## config.mk

```make
export PLATFORM = sky130hd
export DESIGN_NAME = fir_samp_fifo
export DESIGN_NICKNAME = d
export VERILOG_FILES = /design/src/rtl/fir_pkg.sv /design/src/rtl/fir_samp_mem.sv /design/src/rtl/fir_samp_fifo.sv
export SDC_FILE = /design/constraint.sdc
export NUM_CORES = 1
export LEC_CHECK = 0
export CAP_MARGIN = 20
export CORE_UTILIZATION = 60
export CTS_CLUSTER_SIZE = 16
export DETAILED_ROUTE_END_ITERATION = 7
export PLACE_DENSITY = 0.85
export RECOVER_POWER = 25
export SYNTH_ARGS = -nofsm -noshare
export SYNTH_HDL_FRONTEND = slang
export SYNTH_SLANG_ARGS = --single-unit
```

## constraint.sdc

```tcl
create_clock -name Clk -period 6.8 [get_ports Clk]
set_input_delay 1.36 -clock Clk [delete_from_list [all_inputs] [get_ports Clk]]
set_output_delay 1.36 -clock Clk [all_outputs]
set_load 0.01 [all_outputs]
```

## src/rtl/fir_pkg.sv

```systemverilog
// Shared types and constants for the complex FIR datapath.
package fir_pkg;

   localparam int unsigned SAMP_W     = 24;
   localparam int unsigned FIFO_DEPTH = 16;

   // One complex sample: in-phase in the upper half, quadrature in the lower half.
   typedef struct packed {
      logic signed [SAMP_W-1:0] i;
      logic signed [SAMP_W-1:0] q;
   } samp_t;

endpackage

```

## src/rtl/fir_samp_mem.sv

```systemverilog
// Sample storage for the FIR input FIFO: register array with one synchronous
// write port and one asynchronous read port.
module fir_samp_mem
   import fir_pkg::*;
#(
   parameter int unsigned DEPTH  = FIFO_DEPTH,
   parameter int unsigned DATA_W = $bits(samp_t),
   parameter int unsigned AW     = $clog2(DEPTH)
) (
   input  logic              Clk,
   input  logic              wr_en,
   input  logic [AW-1:0]     wr_addr,
   input  logic [DATA_W-1:0] wr_data,
   input  logic [AW-1:0]     rd_addr,
   output logic [DATA_W-1:0] rd_data
);

   logic [DATA_W-1:0] mem_q [DEPTH];

   // Write port: store the incoming entry on the clock edge.
   always_ff @(posedge Clk) begin
      if (wr_en) begin
         mem_q[wr_addr] <= wr_data;
      end
   end

   // Read port: head entry is visible without waiting for a clock.
   always_comb begin
      rd_data = mem_q[rd_addr];
   end

endmodule

```

## src/rtl/fir_samp_fifo.sv

```systemverilog
// Input elastic buffer ahead of the complex FIR. Accepts I/Q samples under a
// Push/Stop handshake and replays them first-word-fall-through to the FIR
// whenever the FIR is not stalling.
module fir_samp_fifo
   import fir_pkg::*;
#(
   parameter int unsigned DEPTH  = FIFO_DEPTH,
   parameter int unsigned SAMP_W = fir_pkg::SAMP_W,
   parameter int unsigned SKID   = 2
) (
   input  logic                       Clk,
   input  logic                       Reset,
   input  logic                       PushIn,
   output logic                       StopIn,
   input  logic signed [SAMP_W-1:0]   SampI,
   input  logic signed [SAMP_W-1:0]   SampQ,
   output logic                       PushOut,
   input  logic                       StopOut,
   output logic signed [SAMP_W-1:0]   OutI,
   output logic signed [SAMP_W-1:0]   OutQ,
   output logic [$clog2(DEPTH):0]     Level,
   output logic                       Overflow
);

   localparam int unsigned AW     = $clog2(DEPTH);
   localparam int unsigned LW     = AW + 1;
   localparam int unsigned DATA_W = 2 * SAMP_W;

   localparam logic [LW-1:0] FullLvl = LW'(DEPTH);
   localparam logic [LW-1:0] StopLvl = LW'(DEPTH - SKID);

   logic [AW-1:0]     rd_ptr_q;
   logic [AW-1:0]     wr_ptr_q;
   logic [LW-1:0]     level_q;
   logic [LW-1:0]     level_d;
   logic              stop_q;
   logic              ovf_q;
   logic              draining;
   logic              full;
   logic              pop;
   logic              push;
   logic              drop;
   logic              wr_en;
   logic [DATA_W-1:0] wr_data;
   logic [DATA_W-1:0] rd_data;

   // Handshake decode: pop whenever data is held and the FIR is not stalling;
   // a full FIFO still accepts a push on an edge that also pops.
   always_comb begin
      draining = (level_q != '0);
      full     = (level_q == FullLvl);
      pop      = draining && !StopOut;
      push     = PushIn && (!full || pop);
      drop     = PushIn && full && !pop;
      wr_en    = push && !Reset;
      wr_data  = {SampI, SampQ};
   end

   // Next occupancy; simultaneous push and pop leaves it unchanged.
   always_comb begin
      level_d = level_q;
      unique case ({push, pop})
         2'b10:   level_d = level_q + LW'(1);
         2'b01:   level_d = level_q - LW'(1);
         default: level_d = level_q;
      endcase
   end

   // Pointer, level, stop and sticky overflow registers.
   always_ff @(posedge Clk) begin
      if (Reset) begin
         rd_ptr_q <= '0;
         wr_ptr_q <= '0;
         level_q  <= '0;
         stop_q   <= 1'b0;
         ovf_q    <= 1'b0;
      end else begin
         if (pop) begin
            rd_ptr_q <= rd_ptr_q + AW'(1);
         end
         if (push) begin
            wr_ptr_q <= wr_ptr_q + AW'(1);
         end
         level_q <= level_d;
         // Registered from next occupancy so the source sees it one edge early
         // enough for SKID entries of reaction latency.
         stop_q  <= (level_d >= StopLvl);
         if (drop) begin
            ovf_q <= 1'b1;
         end
      end
   end

   fir_samp_mem #(
      .DEPTH  (DEPTH),
      .DATA_W (DATA_W),
      .AW     (AW)
   ) u_mem (
      .Clk     (Clk),
      .wr_en   (wr_en),
      .wr_addr (wr_ptr_q),
      .wr_data (wr_data),
      .rd_addr (rd_ptr_q),
      .rd_data (rd_data)
   );

   // Output drive: head entry always visible, valid only while draining.
   always_comb begin
      PushOut  = pop;
      OutI     = rd_data[DATA_W-1:SAMP_W];
      OutQ     = rd_data[SAMP_W-1:0];
      Level    = level_q;
      StopIn   = stop_q;
      Overflow = ovf_q;
   end

endmodule

```

# Yosys cells after proc, flatten, opt, wreduce, memory -nomap -nowiden

Memories as Yosys holds them, arrays and structs flattened. A register that Yosys moved wholly into a read port is not among the register bits.
Cells that the tools add are included.

Muxes and demuxes: 5
Multiply operators: 0
Bitwise logic cells: 0
Shifts and indexed selects: 0
Eq/ne operators: 3
Div/mod/pow operators: 0
Magnitude comparators: 1
Reductions and logical operators: 11
$add $sub $neg: 4

Operators with widths:

| cell                  | count |
|---|---|
| $pmux W5 S2           | 1 |
| $add A4 B1 Y4 const B | 2 |
| $mux W4               | 2 |
| $add A5 B1 Y5 const B | 1 |
| $eq A5 B5 Y1 const B  | 1 |
| $ge A5 B4 Y1 const B  | 1 |
| $logic_and A1 B1 Y1   | 5 |
| $reduce_bool A5 Y1    | 1 |
| $sub A5 B1 Y5 const B | 1 |
| $logic_not A1 Y1      | 4 |
| $eq A2 B1 Y1 const B  | 1 |
| $eq A2 B2 Y1 const B  | 1 |
| $mux W1               | 2 |
| $logic_or A1 B1 Y1    | 1 |

Bits in read-only memories: 0
Register bits after elaboration: 15
Bits of input ports: 52
Bits in latches: 0
Memories: 1
RAM bits: 768
Output and inout port bits: 56

Memory list:

| name        | words | width | read ports | clocked after Yosys merged registers in | write ports | RTL line           | text |
|---|---|---|---|---|---|---|---|
| u_mem.mem_q | 16    | 48    | 1          | 1                                       | 1           | fir_samp_mem.sv:18 | `logic [DATA_W-1:0] mem_q [DEPTH];` |

# Longest topological paths before layout

Word-level depth: 7
Mapped depth: 11
Gate-level depth less buffers: 10

# Cells and area by module

Synthesis repeated with hierarchy kept, for this count alone.

Cells, all modules: 1288
Area, all modules: 29584.6 um^2

Modules (own cells, without submodules):

| module        | times used | sequential area each (um^2) | cells an instance | area each (um^2) |
|---|---|---|---|---|
| fir_samp_mem  | 1          | 23062.1                     | 1194              | 28733.8 |
| fir_samp_fifo | 1          | 300.3                       | 94                | 850.8 |

# Worst setup path before layout

OpenSTA, ideal clock, no wires.

Path kind: input port to flip-flop
From: in PushIn
To: mem u_mem.mem_q[0][0] (netlist name), enable pin
Data arrival time: 5.535 ns
Cell stages on the path: 5
Setup slack: 0.753 ns
Path buffers: 1
Required time: 6.287 ns
Cell sequence: clkbuf_1 inv_1 nor3_1 nand2_1 nor3_1

Longest elaborated chain between the ends: 4

RTL lines:

| what                          | RTL line            | text |
|---|---|---|
| start, declared               | fir_samp_fifo.sv:13 | `input logic PushIn,` |
| $logic_and A1 B1 Y1           | fir_samp_fifo.sv:53 | `push = PushIn && (!full \|\| pop);` |
| $logic_and A1 B1 Y1           | fir_samp_fifo.sv:55 | `wr_en = push && !Reset;` |
| $mux W1                       | fir_samp_mem.sv:22  | `if (wr_en) begin` |
| $mux W1 (not written as such) | fir_samp_mem.sv:23  | `mem_q[wr_addr] <= wr_data;` |
| end, declared                 | fir_samp_mem.sv:18  |  |

Every way passes these cells.

==> flow_metrics.tcl <==
set metrics [dict create \
    drt_iter0_drc 1743 \
    grt_max_degree 97 \
    grt_use_total_pct 27.2 \
    finalWeightedCongestion 0.777 \
    ys_seq_area_share_pct 76.5 \
    grt.met3_usage_pct 5.49 \
    vias 14200 \
    setup-violations-final 0 \
    timing.fmax_mhz 194 \
    critical_path_class "flop to output pin" \
    cts-htree-levels 3 \
    netlist_area_sq_um 30700 \
    vdd_drop_max_uv 214 \
    grt_util_met2_pct 46.2 \
    ant_nets 0 \
    clock_sinks 787 \
    clock-root-buffer "clkbuf_16" \
    cts_tree "done" \
    synth_nets 1242 \
    core-area_sq_um 50300 \
    grt-busiest-layer "met2" \
    via_per_inst 6.85 \
    nets 1392 \
    fin_setup_tns_ns 0 \
    clk_latency_ns 0.61 \
    hold_class "flop to flop" \
    cts_buffers 73 \
    cp-start-kind "flop" \
    postCtsHoldBufs 0 \
    power_density_nw_per_um2 332 \
    async_reset_ff_share_pct 0 \
    synth-edff-count 768 \
    drt_first_pass_iters 5 \
    rows 82 \
    maxCapViolCount 0 \
    grtUsageMet1_pct 35.8 \
    detail_route.wirelength_um 69600 \
    min_path_cells 2 \
    hold_path_end "Overflow" \
    worstRegToRegCells 6 \
    cp_data_required_time_ns 5.44 \
    antenna_found_initial 9 \
    die_h_um 228 \
    synth_seq_cells 787 \
    die_w_um 228 \
    leakagePower_uw 0.0107 \
    tightest_slew_ns 1.13 \
    cts_resized 0 \
    crit_chain "buf_4 > mux4_1 > mux4_2 > clkdlybuf4s50_1" \
    io_buffer_count 107 \
    grt_pass1_vias 14600 \
    synth_cell_type_count 42 \
    r2r-end "u_mem.mem_q[10][46]" \
    dieArea_sq_um 52000 \
    cts_setup_buffers 0 \
    drc_errors 0 \
    cp.arrival_ns 3.81 \
    rsz0062_at_grt "false" \
    ys_warn_count 0 \
    min-delay-start "Overflow" \
    cpPeakStageDelay_ns 0.82 \
    path_clk_slew_ns 0.06 \
    start_util_pct 61.0 \
    clockBufferDepth 3 \
    totalPowerFinal_uw 11500 \
    avgRoutedWirePerCell_um 33.7 \
    synth_cells 1184 \
    relSlewSlack_pct 24.4 \
    layout-drive-gt1-share_pct 19.1 \
    synth_ff_type "edfxtp_1" \
    ff2ff_setup_slack_ns 3.43 \
    end_kind "output pin" \
    drv_slew 0 \
    path_max_fanout 40 \
    grt_pass1_wl_um 100000 \
    num_io_pins 108 \
    fill_cells 2798 \
    cp_slowest_cell "dfxtp_4" \
    gr-total-overflow 0 \
    finalCritPeriodShare_pct 76.0 \
    fin_crit_ns 5.17 \
    hold_viol_final 0 \
    r2r_start "Level[1]" \
    status "completed" \
    syn_to_final_growth_pct 13.0 \
    avgSynthCellArea_sq_um 25.9 \
    fin_skew_ns 0.0170 \
    hpwl_um 31900 \
]
critical path: cells and delay by family (launching register included):
family                 cells  cell delay [ns]
multiplexers               2             1.21
buffers and inverters      2             1.13
flip-flops                 1             0.82
cells in the mapped netlist (2+ instances only):
master	count	area share [%]
dfxtp_1	19	1.2
mux4_2	112	8.2
edfxtp_1	768	75
clkbuf_8	24	1.1
nor3_1	8	0.13
buf_2	2	0.033
nor2_1	24	0.29
nor2b_1	3	0.061
a221oi_1	2	0.057
a32o_1	2	0.065
nand2_1	9	0.11
clkbuf_1	4	0.049
ha_1	6	0.24
xnor2_1	5	0.14
mux2i_1	3	0.098
buf_6	26	0.95
mux4_1	128	11
xor2_1	4	0.11
inv_1	4	0.049
buf_12	2	0.13
nand2b_1	3	0.061
nand3b_1	2	0.049
a21oi_1	5	0.082
layer usage:
layer | routed length (um) | part of all wire (%) | vias to the layer above
li1 | - | - | 5566
met1 | 25800 | 37 | 7497
met2 | 36000 | 52 | 960
met3 | 6030 | 8.7 | 132
met4 | 1710 | 2.5 | 8
met5 | 85 | 0.12 | -
flip-flops by register name (all words and copies together), names as in the netlist, named ones only:
signal and cells:
rd_ptr_q 4, Overflow 1, Level 5, u_mem.mem_q 768, wr_ptr_q 4, StopIn 1
how the worst max path moves through the flow:
stage / from / end / slack [ns]
floorplan: PushIn / u_mem.mem_q[0][0] / 0.75
global placement: PushIn / u_mem.mem_q[6][38] / 2.14
detailed placement: PushIn / u_mem.mem_q[6][18] / 2.03
CTS: flop / OutI[1] / 1.56
global route: flop / OutQ[13] / 1.49
finish: flop / OutI[1] / 1.63
power breakdown:
part / internal, uW / switching [uW] / total, uW
combinational: 1090 / 825 / 1910
sequential: 5390 / 126 / 5510
clock: 2320 / 1740 / 4070
cells by family after synthesis:
family	share of synthesized area (%)
xor gates and xnor gates	0.257
buffers and inverters	2.35
muxes	19.4
adders and majority gates	0.245
and+or+nand+nor	0.939
DFF	76.5
AOI/OAI and AO/OA	0.388
placed cells by master, fill, tap and decap left out, types with 5 or more instances in the layout:
master and count:
dlygate4sd3_1 31, ha_1 6, nor2_1 12, clkinv_2 12
clkbuf_16 79, clkbuf_1 14, bufinv_16 5, mux4_2 112
edfxtp_1 768, xnor2_1 5, clkdlybuf4s50_1 76, nor2_4 12
a21oi_1 5, mux4_1 128, buf_4 23, buf_12 5
nand2_1 9, diode_2 5, clkinv_1 14, dfxtp_1 15
through the flow:
step                std cells  cell area [sq um]  hold slack (ns)  util (%)  setup slack [ns]
global placement         1930              32200            0.516      64.1              2.14
CTS                      2061              34600            0.526      68.8              1.56
floorplan                1184              30700            0.485         -             0.753
finish                   2067              34600            0.517      68.9              1.63
detailed placement       1930              32200            0.507      64.1              2.03
global route             2063              34600            0.573      68.9              1.49
layout make-up:
type | count | area, sq um | area share [%]
Clock inverter | 36 | 302 | 0.871
Inverter | 4 | 15.0 | 0.0433
Multi-Input combinational cell | 333 | 6610 | 19.1
Sequential cell | 787 | 23500 | 67.7
Tap cell | 672 | 841 | 2.43
Antenna cell | 5 | 12.5 | 0.0361
Timing Repair Buffer | 135 | 1340 | 3.88
Clock buffer | 95 | 2060 | 5.94
Note: power is estimated with default switching activity, not from simulation.
